==> src/rtl/rvx_core_constants.vh <==
// rtl/rvx_core_constants.vh - shared instruction-fetch FSM state encodings
`ifndef RVX_CORE_CONSTANTS_VH
`define RVX_CORE_CONSTANTS_VH

localparam logic [1:0] RVX_FSM_IDLE    = 2'd0;
localparam logic [1:0] RVX_FSM_FETCH   = 2'd1;
localparam logic [1:0] RVX_FSM_DISCARD = 2'd2;

`endif

==> src/rtl/rvx_ibus_prefetch_pkg.sv <==
// rtl/rvx_ibus_prefetch_pkg.sv - types and helpers for the instruction prefetcher
package rvx_ibus_prefetch_pkg;

  `include "rvx_core_constants.vh"

  typedef enum logic [1:0] {
    ST_IDLE    = RVX_FSM_IDLE,
    ST_FETCH   = RVX_FSM_FETCH,
    ST_DISCARD = RVX_FSM_DISCARD
  } fetch_state_t;

  // Word-address increment; wraps modulo 2^32.
  function automatic logic [31:0] next_word(input logic [31:0] address);
    return address + 32'd4;
  endfunction

endpackage

==> src/rtl/rvx_prefetch_fifo.sv <==
// rtl/rvx_prefetch_fifo.sv - word storage, pointers and occupancy for the prefetcher
module rvx_prefetch_fifo #(
  parameter int DEPTH = 4
) (
  input  logic        clock,
  input  logic        reset_n,
  input  logic        flush,
  input  logic        push,
  input  logic [31:0] push_data,
  input  logic        pop,
  output logic [31:0] head_data,
  output logic        full,
  output logic        empty
);

  localparam int AW = $clog2(DEPTH);
  localparam logic [AW:0] FULL_COUNT = (AW+1)'(DEPTH);

  logic [31:0]   store [DEPTH];
  logic [AW-1:0] rd_ptr;
  logic [AW-1:0] wr_ptr;
  logic [AW:0]   count;

  assign head_data = store[rd_ptr];
  assign full      = (count == FULL_COUNT);
  assign empty     = (count == '0);

  always_ff @(posedge clock) begin
    if (push && !flush) begin
      store[wr_ptr] <= push_data;
    end
  end

  always_ff @(posedge clock) begin
    if (!reset_n || flush) begin
      rd_ptr <= '0;
      wr_ptr <= '0;
      count  <= '0;
    end else begin
      if (push) begin
        wr_ptr <= wr_ptr + 1'b1;
      end
      if (pop) begin
        rd_ptr <= rd_ptr + 1'b1;
      end
      count <= count + {{AW{1'b0}}, push} - {{AW{1'b0}}, pop};
    end
  end

endmodule

==> src/rtl/rvx_ibus_prefetch.sv <==
// rtl/rvx_ibus_prefetch.sv - sequential instruction prefetch buffer between core and memory
// RVX_PREFETCH_BYPASS_EN: forward the word answering a miss to the core in the same cycle.
module rvx_ibus_prefetch
  import rvx_ibus_prefetch_pkg::*;
#(
  parameter logic [31:0] BOOT_ADDRESS = 32'h00000000,
  parameter int          DEPTH        = 4
) (
  input  logic        clock,
  input  logic        reset_n,
  input  logic [31:0] core_address,
  input  logic        core_rrequest,
  output logic [31:0] core_rdata,
  output logic        core_rresponse,
  output logic [31:0] mem_address,
  output logic        mem_rrequest,
  input  logic [31:0] mem_rdata,
  input  logic        mem_rresponse
);

  fetch_state_t state;
  logic [31:0]  head_address;
  logic [31:0]  fetch_address;
  logic         pending;
  logic         resp_q;
  logic [31:0]  rdata_q;

  logic [31:0]  head_data;
  logic         full;
  logic         empty;

  logic hit;
  logic miss;
  logic word_valid;
  logic serve;
  logic push;
  logic issue;

  assign hit        = core_rrequest && !empty && (core_address == head_address);
  assign miss       = core_rrequest && !hit;
  // A word returning in the same cycle as a miss belongs to the old stream.
  assign word_valid = (state == ST_FETCH) && mem_rresponse && !miss;
  // While pending the buffer is empty, so the next valid word is the one asked for.
  assign serve      = word_valid && pending;
  assign push       = word_valid && !pending;
  assign issue      = (state == ST_IDLE) && (miss || !full);

  rvx_prefetch_fifo #(.DEPTH(DEPTH)) u_fifo (
    .clock     (clock),
    .reset_n   (reset_n),
    .flush     (miss),
    .push      (push),
    .push_data (mem_rdata),
    .pop       (hit),
    .head_data (head_data),
    .full      (full),
    .empty     (empty)
  );

  always_ff @(posedge clock) begin
    if (!reset_n) begin
      state         <= ST_IDLE;
      head_address  <= BOOT_ADDRESS;
      fetch_address <= BOOT_ADDRESS;
      pending       <= 1'b0;
      mem_rrequest  <= 1'b0;
      mem_address   <= BOOT_ADDRESS;
    end else begin
      case (state)
        ST_IDLE:    if (issue) state <= ST_FETCH;
        ST_FETCH:   if (mem_rresponse) state <= ST_IDLE;
                    else if (miss) state <= ST_DISCARD;
        ST_DISCARD: if (mem_rresponse) state <= ST_IDLE;
        default:    state <= ST_IDLE;
      endcase

      mem_rrequest <= issue;
      if (issue) begin
        mem_address <= miss ? core_address : fetch_address;
      end

      if (miss) begin
        head_address  <= core_address;
        fetch_address <= core_address;
        pending       <= 1'b1;
      end else begin
        if (hit || serve) head_address <= next_word(head_address);
        if (word_valid) fetch_address <= next_word(fetch_address);
        if (serve) pending <= 1'b0;
      end
    end
  end

`ifdef RVX_PREFETCH_BYPASS_EN
  always_ff @(posedge clock) begin
    if (!reset_n) begin
      resp_q  <= 1'b0;
      rdata_q <= '0;
    end else begin
      resp_q <= hit;
      if (hit) rdata_q <= head_data;
    end
  end

  assign core_rresponse = resp_q || serve;
  assign core_rdata     = serve ? mem_rdata : rdata_q;
`else
  always_ff @(posedge clock) begin
    if (!reset_n) begin
      resp_q  <= 1'b0;
      rdata_q <= '0;
    end else begin
      resp_q <= hit || serve;
      if (hit) rdata_q <= head_data;
      else if (serve) rdata_q <= mem_rdata;
    end
  end

  assign core_rresponse = resp_q;
  assign core_rdata     = rdata_q;
`endif

endmodule

==> config.mk <==
export PLATFORM = sky130hd
export DESIGN_NAME = rvx_ibus_prefetch
export DESIGN_NICKNAME = d
export VERILOG_FILES = /design/src/rtl/rvx_ibus_prefetch_pkg.sv /design/src/rtl/rvx_prefetch_fifo.sv /design/src/rtl/rvx_ibus_prefetch.sv
export VERILOG_INCLUDE_DIRS = /design/src /design/src/rtl
export SDC_FILE = /design/constraint.sdc
export NUM_CORES = 1
export LEC_CHECK = 0
export BUFFER_PORTS_ARGS = -buffer_cell sky130_fd_sc_hd__buf_2
export CORE_ASPECT_RATIO = 0.7
export CORE_MARGIN = 10
export CORE_UTILIZATION = 23
export DETAILED_ROUTE_END_ITERATION = 6
export HOLD_SLACK_MARGIN = 0.1
export PLACE_DENSITY = 0.35
export SLEW_MARGIN = 20
export SYNTH_ARGS = -nofsm -noshare
export SYNTH_HDL_FRONTEND = slang
export SYNTH_SLANG_ARGS = --single-unit
==> constraint.sdc <==
create_clock -name clock -period 4.3 [get_ports clock]
set_input_delay 0.86 -clock clock [delete_from_list [all_inputs] [get_ports clock]]
set_output_delay 0.86 -clock clock [all_outputs]
set_load 0.05 [all_outputs]
---- Yosys cells after proc, flatten, opt, wreduce, memory -nomap -nowiden ----
Memories as Yosys holds them, arrays and structs flattened. A register that Yosys moved wholly into a read port is not among the register bits.
Cells that the tools add are included.
operators by class
  reductions and logical operators ........ 25
  mux-type cells .......................... 18
  add/subtract/negate cells ............... 6
  equality and inequality tests ........... 7
operators by type and width
  operator               count
  $mux 32                7
  $add 32x3->32 const B  2
  $eq 32x32->1           1
  $mux 2                 6
  $logic_and 1x1->1      9
  $reduce_bool 2->1      4
  $logic_not 1->1        6
  $pmux 2 s3             1
  $add 2x1->2 const B    2
  $mux 1                 4
  $ne 2x2->1 const B     2
  $add 3x1->3            1
  $eq 3x3->1 const B     1
  $logic_not 3->1        1
  $logic_or 1x1->1       3
  $ne 3x3->1 const B     1
  $reduce_and 3->1       1
  $sub 3x1->3            1
  $eq 2x1->1 const B     1
  $eq 2x2->1 const B     1
  $logic_not 2->1        1
word-level totals
  register bits after elaboration ......... 140
  memories ................................ 1
  output and inout bits ................... 66
  logic and storage cells ................. 68
  RAM bits ................................ 128
memory list
  name          words  width  read ports  clocked after memory_dff  write ports  RTL line                 source
  u_fifo.store  4      32     1           1                         1            rvx_prefetch_fifo.sv:19  logic [31:0] store [DEPTH];

---- Logic depth before layout (Yosys ltp) ----
Gate-level depths: netlist of run 1.
  depth after elaboration ................. 12
  depth in mapped cells ................... 15

---- Cells and area by module ----
From an unflattened synthesis of run 1, not the netlist that was laid out.
second synthesis, totals
  cells, all modules ...................... 1037
  area, all modules ....................... 11847.6 sq um
modules (own cells, without submodules)
  module             cells an instance  area each (sq um)  seq. area each (sq um)  times used
  rvx_ibus_prefetch  823                6731.5             2662.6                  1
  rvx_prefetch_fifo  214                5116.2             4023.9                  1

---- Worst setup path after synthesis of run 1 ----
OpenSTA, ideal clock, no wires.
  kind .................................... input -> register
  from .................................... input core_address[19]
  to ...................................... memory u_fifo.store[0][0] (enable)
  data arrival time ....................... 3.217 ns
  path slack .............................. 0.691 ns
  stages on the path ...................... 8
  path through ............................ xor2_1 -> or4_1 -> nor3_1 -> nand4_1 -> nand2_2 -> buf_2 -> buf_2 -> and3_1
on the way
  word-level cells in the longest chain between the ends .. 10
ends and longest elaborated chain
  what                            RTL line                                          source
  start: declaration              rvx_ibus_prefetch.sv:11                           input logic [31:0] core_address,
  $eq 32x32->1 *                  rvx_ibus_prefetch.sv:39                           assign hit = core_rrequest && !empty && (core_address == head_address);
  $logic_and 1x1->1 *             rvx_ibus_prefetch.sv:39
  $logic_not 1->1 *               rvx_ibus_prefetch.sv:40                           assign miss = core_rrequest && !hit;
  $logic_and 1x1->1 *             rvx_ibus_prefetch.sv:40
  $logic_not 1->1 *               rvx_prefetch_fifo.sv:29, rvx_ibus_prefetch.sv:42
  $logic_and 1x1->1               rvx_ibus_prefetch.sv:42                           assign word_valid = (state == ST_FETCH) && mem_rresponse && !miss;
  $logic_and 1x1->1               rvx_ibus_prefetch.sv:45                           assign push = word_valid && !pending;
  $logic_and 1x1->1 *             rvx_prefetch_fifo.sv:29                           if (push && !flush) begin
  $mux 1 *                        rvx_prefetch_fifo.sv:29
  $mux 1 (not written as such) *  rvx_prefetch_fifo.sv:30                           store[wr_ptr] <= push_data;
  end: declaration                rvx_prefetch_fifo.sv:19
Mark *: on every way between the ends. The rest lies on a longest branch, timed or not.

---- Final worst setup path of run 1 ----
  from .................................... input core_address[19]
  to ...................................... register u_fifo.count[2]
on the way
  word-level cells in the longest chain between the ends .. 9
  elaborated cells on any way between the ends .. 10
  those cells by class .................... add/sub (2); eq/ne (1); reduce/logical (7)
ends and longest elaborated chain
  what                    RTL line                 source
  $eq 32x32->1 *          rvx_ibus_prefetch.sv:39
  $logic_and 1x1->1 *     rvx_ibus_prefetch.sv:39
  $logic_not 1->1         rvx_ibus_prefetch.sv:40
  $logic_and 1x1->1       rvx_ibus_prefetch.sv:40
  $logic_not 1->1         rvx_ibus_prefetch.sv:42
  $logic_and 1x1->1       rvx_ibus_prefetch.sv:42
  $logic_and 1x1->1       rvx_ibus_prefetch.sv:45
  $add 3x1->3             rvx_prefetch_fifo.sv:46  count <= count + {{AW{1'b0}}, push} - {{AW{1'b0}}, pop};
  $sub 3x1->3             rvx_prefetch_fifo.sv:46
  end signal: assignment  rvx_prefetch_fifo.sv:46
  end: declaration        rvx_prefetch_fifo.sv:22  logic [AW:0] count;
Marked as above.
A chain may end at the register's enable or synchronous reset.

==> reports/results.ini, run 1 <==
[setup_path]
critPathArrivalTime_ps = 3450
timing.rr.start = head_address[2]
cp.required_ps = 4750
crit_path_start = core_address[19]
crit_fanout = 5
crit_type = in -> reg
rrSetupSlack_ps = 1300
r2r_cells = 13
critPathLaunchType = input port
r2r-end = u_fifo.count[2]
worst_setup_path_end_kind = flop

[min_path]
hold_path_class = reg -> reg
worstHoldPathCells = 2
hold_end = u_fifo.rd_ptr[1]
hp-start = u_fifo.rd_ptr[1]

[synthesis]
syn_avg_cell_area_um2 = 11.9
synth_nets = 1083
ys_seq_area_share_pct = 55.5
yosysUniqueCellTypes = 54
yosys.area_share.simple_pct = 11.9
synthTopCellsByArea = edfxtp_1 (32%), dfxtp_1 (23%), mux4_2 (6.0%)
yosysTopAreaCell = edfxtp_1
synthFlopType = dfxtp_1
async_flop_share_pct = 0
synth-compound-area-share_pct = 14.5
yosys.area.top_type_share_pct = 32.1
synth_xor_area_share_pct = 5.41
syn_inst = 1006
ys_warn_count = 0
synth_fa_ha_area_share_pct = 1.00
ys_ff_latch = 268
synth_commonest_cells = dfxtp_1 (140), edfxtp_1 (128), nor2_1 (102), nand2_1 (60), clkbuf_1 (48)
synth_edf_count = 128
synth_most_common_cell = dfxtp_1
muxShareOfSynthArea_pct = 8.62
synth_top_family_by_area = compound AO/OA/AOI/OAI gates
synth_area_um2 = 12000

[drt]
dr.pass1.iters = 5
post_drt_wl_per_cell_um = 21.3
via_per_inst = 4.69
ant_nets = 0
drt_iter0_markers = 549
route.detailed.drc = 0
wirelength_um = 38900
via_count = 8579

[die]
io_pins = 134
fp.dieH_um = 211
die_w_um = 293
core_um2 = 51100
rows = 69
initial_core_util_pct = 23.4
dieArea_um2 = 61800

[placed_design]
dpl.hpwl_um = 26000
pre_cts_ws_ps = 716
place_area_um2 = 13500
io_buffers = 133
place_congestion = 0.782

[global_routing]
grt_max_degree = 75
first_global_vias = 8804
antenna_found_initial = 4
grt_overflow_total = 0
grtUsageTotal_pct = 12.3
grt_pass1_wl_um = 58900

[cts]
root_buffer = clkbuf_16
post_cts_buffers = 0
cts_hold_buf = 0
cts_max_path_buffers = 3
insertion_delay_ps = 570
cts_sinks = 268
cts.repair.resized = 0
tritoncts = yes
cts.htree.levels = 1
clkTransAtPathRegs_ps = 60
numCtsBuffers = 31

[sta]
fin_skew_ps = 18.8
finalWorstSetupSlack_ps = 1300
fmax_mhz = 334
period_share_pct = 69.7
finalCriticalPeriod_ps = 3000
rsz0062_at_grt = no
hold_violations = 0
finalMaxSlewViolations = 0
fin_setup_tns_ps = 0
hold_ws_ps = 476
setup_violations = 0
tightest_slew_ps = 1020
max_slew_margin_pct = 31.6

[power]
leakage_nw = 5.12
power_density_nw_per_um2 = 426
max-vdd-ir-drop_mv = 0.265

[cells_and_area]
post-route-cell-area_um2 = 14500
drive_above_1_share_pct = 27.2
syn2layout_area_growth_pct = 21.4
final_nets = 1208
diodes = 0

[run_status]
outcome = finished, final reports clean

[flow_run]
cap_viol_max_count = 0

## worst max path at each step
stage	endpoint	slack, ps	cells after the start
after floorplan	u_fifo.store[0][0]	690	8
after global routing	u_fifo.count[2]	1070	13
final	u_fifo.count[2]	1300	14
after CTS	u_fifo.count[2]	1340	13
after global placement	u_fifo.count[2]	680	14
after detailed placement	u_fifo.count[2]	720	14
## sequential cells by signal (all words and copies together) (netlist names), named ones only
register / count
core_rresponse: 1
u_fifo.wr_ptr: 2
u_fifo.count: 3
u_fifo.rd_ptr: 2
u_fifo.store: 128
fetch_address: 31
head_address: 31
mem_address: 32
state: 2
pending: 1
mem_rrequest: 1
core_rdata: 32
## cell families (layout without fill, tap and decap cells)
kind of cell	count (synthesis)	after routing
simple gates	293	293
xor+xnor	74	74
mux	63	63
compound gates	213	213
buf+inv	86	235
fa+ha+maj	9	9
flops	268	268
## worst max-delay path: stages
cell and delay [ps]:
buf_2 130, xor2_1 200, or4_1 540, nor3_1 140, nand4_1 150, inv_1 200
ha_1 260, inv_1 60, ha_1 130, inv_1 40, fa_1 370, xor2_1 170
xnor2_1 130, nor2_1 50
## area by class of cell
cell class / instances / area (um2)
fillers: 5300 / 36600
flip-flops and latches: 268 / 6650
multi-input cells: 652 / 4990
repair buffers: 161 / 951
well taps: 674 / 843
clock buffers: 36 / 815
clock inverters: 21 / 231
inverters: 17 / 66.3
## layout by cell type (no fill, tap or decap), drive strengths merged, types with 17 or more instances in the layout
| master | n |
|---|---|
| a211oi | 53 |
| a21oi | 32 |
| buf | 161 |
| clkbuf | 36 |
| dfxtp | 140 |
| edfxtp | 128 |
| inv | 19 |
| mux2i | 30 |
| mux4 | 32 |
| nand2 | 61 |
| nand3 | 27 |
| nand4 | 21 |
| nor2 | 102 |
| nor3 | 17 |
| o21ai | 18 |
| o221a | 30 |
| o22a | 29 |
| xnor2 | 36 |
| xor2 | 38 |
## routing by layer
| layer | global-route usage (%) | routed length (um) | up-vias |
|---|---|---|---|
| met5 | 0 | 34 | - |
| met4 | 2.57 | 691 | 6 |
| met3 | 2.38 | 1530 | 49 |
| met2 | 18.1 | 16400 | 152 |
| met1 | 18.4 | 20200 | 4299 |
| li1 | - | - | 4073 |
## stage by stage
step | instances | utilization [%] | total power, mW
2_1_floorplan | 1006 | - | 3.29
3_3_place_gp | 1772 | 26.4 | 3.54
3_5_place_dp | 1772 | 26.4 | 3.54
4_1_cts | 1829 | 28.4 | 6.30
5_1_grt | 1829 | 28.5 | 6.45
6_report | 1829 | 28.5 | 6.19
## power breakdown
group | leakage (nW) | switching, mW | internal (mW) | total, mW
combinational | 2.30 | 0.429 | 0.205 | 0.635
sequential | 2.31 | 0.0794 | 2.76 | 2.84
clock | 0.512 | 1.12 | 1.60 | 2.72
Note: power is estimated with default switching activity, not from simulation.
==> inputs of run 2 (changes only) <==
- ABC_AREA: unset -> 1
- clock period: 4.3 -> 2.9 ns (I/O delays scaled with it)
==> run 2 against run 1 <==
Synthesized area increased by 12%. Sequential power increased by 47%. First-iteration DRC count increased by 38%. Register-to-register slack got worse by 1100 ps. Global-route usage increased by 1.8 points. Die area increased by 11%. Power increased by 55%. Critical endpoint unchanged. Highest routed layer unchanged.
==> reports/results.ini, run 2 <==
[run_status]
outcome = finished, final reports clean

[sta]
tightest_slew_ps = 787  ; -236 ps
fin_skew_ps = 18.2  ; -0.673 ps
rsz0062_at_grt = no
setup_violations = 0  ; unchanged
finalMaxSlewViolations = 0  ; unchanged
hold_violations = 0  ; unchanged
finalCriticalPeriod_ps = 2670
finalWorstSetupSlack_ps = 232  ; -1070 ps
period_share_pct = 92.0
max_slew_margin_pct = 47.5  ; +16 points
hold_ws_ps = 266  ; -210 ps
fmax_mhz = 375

[cts]
insertion_delay_ps = 540  ; -30 ps
post_cts_buffers = 0  ; unchanged
numCtsBuffers = 35  ; +13%
cts_sinks = 268  ; unchanged
cts_max_path_buffers = 3  ; unchanged
tritoncts = yes
root_buffer = clkbuf_16
clkTransAtPathRegs_ps = 60  ; about the same
cts.htree.levels = 2  ; +1

[synthesis]
synth_most_common_cell = nand2_1
synth_commonest_cells = nand2_1 (591), nor2_1 (215), inv_1 (150), dfxtp_1 (140), edfxtp_1 (128)
synthFlopType = dfxtp_1
ys_warn_count = 0  ; unchanged
ys_seq_area_share_pct = 49.4  ; -6.1 points
async_flop_share_pct = 0  ; unchanged
yosysUniqueCellTypes = 36  ; -33%
synthTopCellsByArea = edfxtp_1 (29%), dfxtp_1 (21%), nand2_1 (16%)
syn_inst = 1741  ; +73%
synth_area_um2 = 13500  ; +12%
synth_edf_count = 128  ; unchanged
yosys.area.top_type_share_pct = 28.6  ; -3.5 points
yosysTopAreaCell = edfxtp_1
ys_ff_latch = 268  ; unchanged
syn_avg_cell_area_um2 = 7.73  ; -35%
synth_nets = 1818  ; +68%

[drt]
via_count = 12000  ; +40%
dr.pass1.iters = 5  ; unchanged
drt_iter0_markers = 756  ; +38%
topRoutingLayerUsed = met5
via_per_inst = 4.42  ; -5.7%
wirelength_um = 49400  ; +27%
dr_wl_met3_um = 3690  ; +140%
wl_met1_um = 25700  ; +27%
met2_length_um = 19100  ; +16%
post_drt_wl_per_cell_um = 18.2  ; -14%
ant_nets = 0  ; unchanged
route.detailed.drc = 0  ; unchanged

[placed_design]
io_buffers = 133  ; unchanged
place_congestion = 0.907  ; +16%
pre_cts_ws_ps = -157  ; -873 ps
dpl.hpwl_um = 35100  ; +35%

[die]
die_w_um = 309  ; +5.6%
initial_core_util_pct = 23.1  ; -0.30 points
core_um2 = 58100  ; +14%
fp.dieH_um = 222  ; +5.4%
io_pins = 134  ; unchanged
dieArea_um2 = 68700  ; +11%
rows = 74  ; +7.2%

[global_routing]
grt_max_degree = 67  ; -11%
first_global_vias = 11800  ; +34%
grtUsageTotal_pct = 14.2  ; +1.8 points
grt_pass1_wl_um = 75100  ; +28%
antenna_found_initial = 2  ; -2
grt_overflow_total = 0  ; unchanged

[power]
power_frac_clock_pct = 44.2  ; +0.3 points
switching_share_pct = 27.3  ; +1.0 points
switching_power_mw = 2.61  ; +61%
power_density_nw_per_um2 = 568  ; +33%
max-vdd-ir-drop_mv = 0.302  ; +14%
leakage_nw = 7.04  ; +38%
combPwrFrac_pct = 12.3  ; +2.1 points
seq_power_share_pct = 43.5  ; -2.3 points
internal_power_mw = 6.96  ; +52%

[cells_and_area]
utilization_pct = 29.0  ; +0.56 points
final_nets = 2007  ; +66%
fill_cells = 6326  ; +19%
final_cell_mix = nand2_1 (590), nor2_1 (207), inv_1 (148), dfxtp_1 (134), buf_2 (132)
syn2layout_area_growth_pct = 25.4
final_common_cell = nand2_1
largest_reg_flops = 128  ; unchanged
multiInputGateArea_um2 = 5810  ; +16%
diodes = 0  ; unchanged
regArea_um2 = 6650  ; about the same
drive_above_1_share_pct = 17.3  ; -9.9 points
top_register = u_fifo.store

[setup_path]
crit_fanout = 4  ; -1
critPathCapture = u_fifo.count[2]
crit_type = reg -> reg
r2r_cells = 16  ; +3
cp.required_ps = 3360  ; -1390 ps
crit_path_start = head_address[19]
worst_setup_path_end_kind = flop
r2r-end = u_fifo.count[2]
timing.rr.start = head_address[19]
critPathLaunchType = flop
rrSetupSlack_ps = 230  ; -1070 ps
critPathArrivalTime_ps = 3130  ; -320 ps

[min_path]
hold_path_class = in -> reg
hp-start = mem_rdata[5]

[flow_run]
cap_viol_max_count = 0  ; unchanged

-- run 2: power groups by stage --
| stage | sequential, mW | combinational, mW | clock [mW] |
|---|---|---|---|
| after global placement | 4.25 | 1.19 | 0 |
| after floorplan | 4.43 | 0.503 | 0 |
| after global routing | 4.18 | 1.31 | 4.55 |
| after CTS | 4.17 | 1.19 | 4.41 |
| after detailed placement | 4.25 | 1.19 | 0 |
| final | 4.17 | 1.18 | 4.23 |
-- run 2: per-layer routing --
metal	track usage, %	vias to the layer above
li1	-	6019
met1	21.2	5642
met2	19.3	292
met3	4.15	54
met4	3.39	2
met5	0	-
-- run 2: final cells by class --
class,count,area share (%)
flip-flops and latches,268,39.4
clock inverters,5,0.230
inverters,161,3.58
repair buffers,245,10.4
clock buffers,57,6.34
multi-input cells,1219,34.4
well taps,760,5.64
-- run 2: per-stage QoR --
stage               area (um2)  setup TNS, ps  std cells  power (mW)
CTS                      16900              0       2715        9.77
detailed placement       15800          -4390       2653        5.44
global route             16900              0       2715        10.0
finish                   16900              0       2715        9.58
floorplan                13500         -10110       1741        4.93
global placement         15800          -6390       2653        5.43
-- run 2: cell families (layout without fill, tap and decap cells) --
| group | Yosys count | count (layout) | share of synthesized area [%] |
|---|---|---|---|
| buf+inv | 254 | 468 | 7.93 |
| compound gates | 215 | 215 | 10.2 |
| flops | 268 | 268 | 49.4 |
| simple gates | 941 | 941 | 28.1 |
| fa+ha+maj | 9 | 9 | 0.893 |
| xor+xnor | 54 | 54 | 3.51 |
-- run 2: worst min path at each step --
| stage | to | slack, ps | depth (start not counted) |
|---|---|---|---|
| global placement | flop | 460 | 2 |
| detailed placement | flop | 450 | 2 |
| floorplan | flop | 440 | 2 |
| finish | u_fifo.store[3][5] | 270 | 1 |
| CTS | u_fifo.store[3][5] | 220 | 1 |
| global route | u_fifo.store[3][11] | 240 | 1 |
-- run 2: worst max-delay path: stages (launching register included) --
cell      delay (ps)
dfxtp_1          400
inv_2            100
nand2_1           70
nand2_1           50
nor2_1           140
nand2_1           80
nor2_2           160
nand3_2          140
buf_4            170
o21bai_4         110
nand2_1           70
nor2_2           110
ha_1             160
inv_1             50
fa_1             370
or2_2            300
a21oi_1          130
-- run 2: what timing repair did --
item                                    in CTS  in global routing
endpoints found under the setup margin       0                 26
gates resized for setup                      0                  7
hold buffers                                 0                  0
==> inputs of run 3 (changes only) <==
- CORE_MARGIN: 10 -> 8
- SKIP_CTS_REPAIR_TIMING: unset -> 1
==> run 3 against run 2 <==
First-iteration DRC count rose by 7.0%. Critical path depth fell by 1. Combinational power about the same. Clock skew fell by 6.4 ps. Final area grew 0.38%. Worst setup slack got worse by 48 ps.
==> reports/results.ini, run 3 (synthesized netlist as in run 2, its figures left out) <==
[global_routing]
antenna_found_initial = 1  ; -1
first_global_vias = 11600  ; -1.7%
grt_overflow_total = 0  ; unchanged
grtUsageTotal_pct = 14.3  ; +0.18 points
grt_max_degree = 85  ; +27%
grt_pass1_wl_um = 74500  ; -0.78%

[sta]
fin_setup_tns_ps = 0  ; unchanged
finalMaxSlewViolations = 0  ; unchanged
max_slew_margin_pct = 41.1  ; -6.4 points
finalWorstSetupSlack_ps = 184  ; -47.7 ps
finalCriticalPeriod_ps = 2720  ; +47.7 ps
setup_violations = 0  ; unchanged
period_share_pct = 93.6  ; +1.6 points
hold_ws_ps = 214  ; -51.4 ps
rsz0062_at_grt = no
tightest_slew_ps = 883  ; +96.4 ps
fin_skew_ps = 11.8  ; -6.42 ps
hold_violations = 0  ; unchanged
fmax_mhz = 368  ; -1.8%

[placed_design]
dpl.hpwl_um = 34500  ; -1.8%
place_area_um2 = 15700  ; -0.21%
io_buffers = 133  ; unchanged
dp.cells = 2654  ; +0.038%
pre_cts_ws_ps = -174  ; -17.1 ps
place_congestion = 0.866  ; -4.5%

[setup_path]
worst_setup_path_end_kind = flop
crit_fanout = 4  ; unchanged
critPathLaunchType = flop
timing.rr.start = head_address[28]
r2r-end = u_fifo.count[2]
rrSetupSlack_ps = 180  ; -50 ps
critPathArrivalTime_ps = 3240  ; +110 ps
crit_type = reg -> reg
cp.required_ps = 3420  ; +60 ps
r2r_cells = 15  ; -1

[cells_and_area]
top_register = u_fifo.store
drive_above_1_share_pct = 17.5  ; +0.17 points
regArea_um2 = 6660  ; about the same
final_nets = 2005  ; -0.10%
fill_cells = 6311  ; -0.24%
fin_cells = 2715  ; unchanged
final_common_cell = nand2_1
largest_reg_flops = 128  ; unchanged
utilization_pct = 29.2  ; +0.16 points
post-route-cell-area_um2 = 16900  ; +0.38%
final_cell_mix = nand2_1 (589), nor2_1 (209), inv_1 (149), dfxtp_1 (132), buf_2 (132)
syn2layout_area_growth_pct = 25.8
multiInputGateArea_um2 = 5810  ; about the same

[cts]
cts_sinks = 268  ; unchanged
root_buffer = clkbuf_16
insertion_delay_ps = 600  ; +60 ps
cts.htree.levels = 1  ; -1
cts_max_path_buffers = 3  ; unchanged
tritoncts = yes
clkTransAtPathRegs_ps = 70  ; about the same
numCtsBuffers = 31  ; -11%

[die]
initial_core_util_pct = 23.2  ; +0.037 points
fp.dieH_um = 218  ; -1.8%
dieArea_um2 = 66600  ; -3.1%
io_pins = 134  ; unchanged
core_um2 = 58100  ; -0.16%
die_w_um = 305  ; -1.3%
rows = 74  ; unchanged

[power]
max-vdd-ir-drop_mv = 0.397  ; +31%
power.total_mw = 9.95  ; +3.9%
leakage_nw = 7.07  ; +0.42%
power_density_nw_per_um2 = 588  ; +3.5%

[drt]
ant_nets = 0  ; unchanged
via_per_inst = 4.42  ; -0.17%
drt_iter0_markers = 809  ; +7.0%
wirelength_um = 48900  ; -1.0%
route.detailed.drc = 0  ; unchanged
via_count = 12000  ; -0.17%
dr.pass1.iters = 5  ; unchanged
post_drt_wl_per_cell_um = 18.0  ; -1.0%

[flow_run]
cap_viol_max_count = 0  ; unchanged

[min_path]
hold_end = u_fifo.store[0][30]
hold_path_class = in -> reg
worstHoldPathCells = 1  ; unchanged
hp-start = mem_rdata[30]

[run_status]
outcome = finished, final reports clean

==> run 3: report_power, final <==
| group | switching, mW | total, mW | leakage [nW] | internal (mW) |
|---|---|---|---|---|
| Combinational | 0.817 | 1.18 | 4.20 | 0.364 |
| Clock | 1.76 | 4.61 | 0.569 | 2.85 |
| Sequential | 0.0834 | 4.16 | 2.30 | 4.08 |
| Total | 2.66 | 9.95 | 7.07 | 7.29 |
==> run 3: worst max-delay path by stage <==
stage | to | cells past startpoint | start | slack [ps]
after floorplan | u_fifo.store[0][0] | 11 | core_rrequest | -80
after global placement | u_fifo.count[2] | 14 | core_address[29] | -210
after detailed placement | u_fifo.count[2] | 14 | core_address[29] | -170
after CTS | u_fifo.count[2] | 16 | head_address[2] | 110
after global routing | u_fifo.count[2] | 16 | head_address[28] | 5
final | u_fifo.count[2] | 15 | head_address[28] | 180
==> run 3: worst max-delay path: stages (launching register included) <==
cell,delay (ps)
dfxtp_1,320
buf_4,150
nand2_1,60
nand2_1,110
nor2_1,120
nand2_1,60
nor2_2,210
nand3_4,140
nor2_4,190
ha_1,250
inv_1,60
ha_1,130
inv_1,50
fa_1,370
or2_2,300
a21oi_1,130
==> run 3: cell type report <==
type	instances	area share [%]
Multi-Input combinational cell	1219	34.3
Sequential cell	268	39.3
Timing Repair Buffer	247	10.2
Tap cell	760	5.61
Clock buffer	34	4.65
Antenna cell	2	0.0296
Clock inverter	24	2.30
Inverter	161	3.57
==> run 3: metal layers <==
layer / up-vias / global-route usage [%] / routed length [um]
met5: - / 0 / 0
met4: 0 / 2.59 / 811
met3: 47 / 3.20 / 2910
met2: 239 / 20.0 / 18900
met1: 5676 / 22.3 / 26300
li1: 6026 / - / -
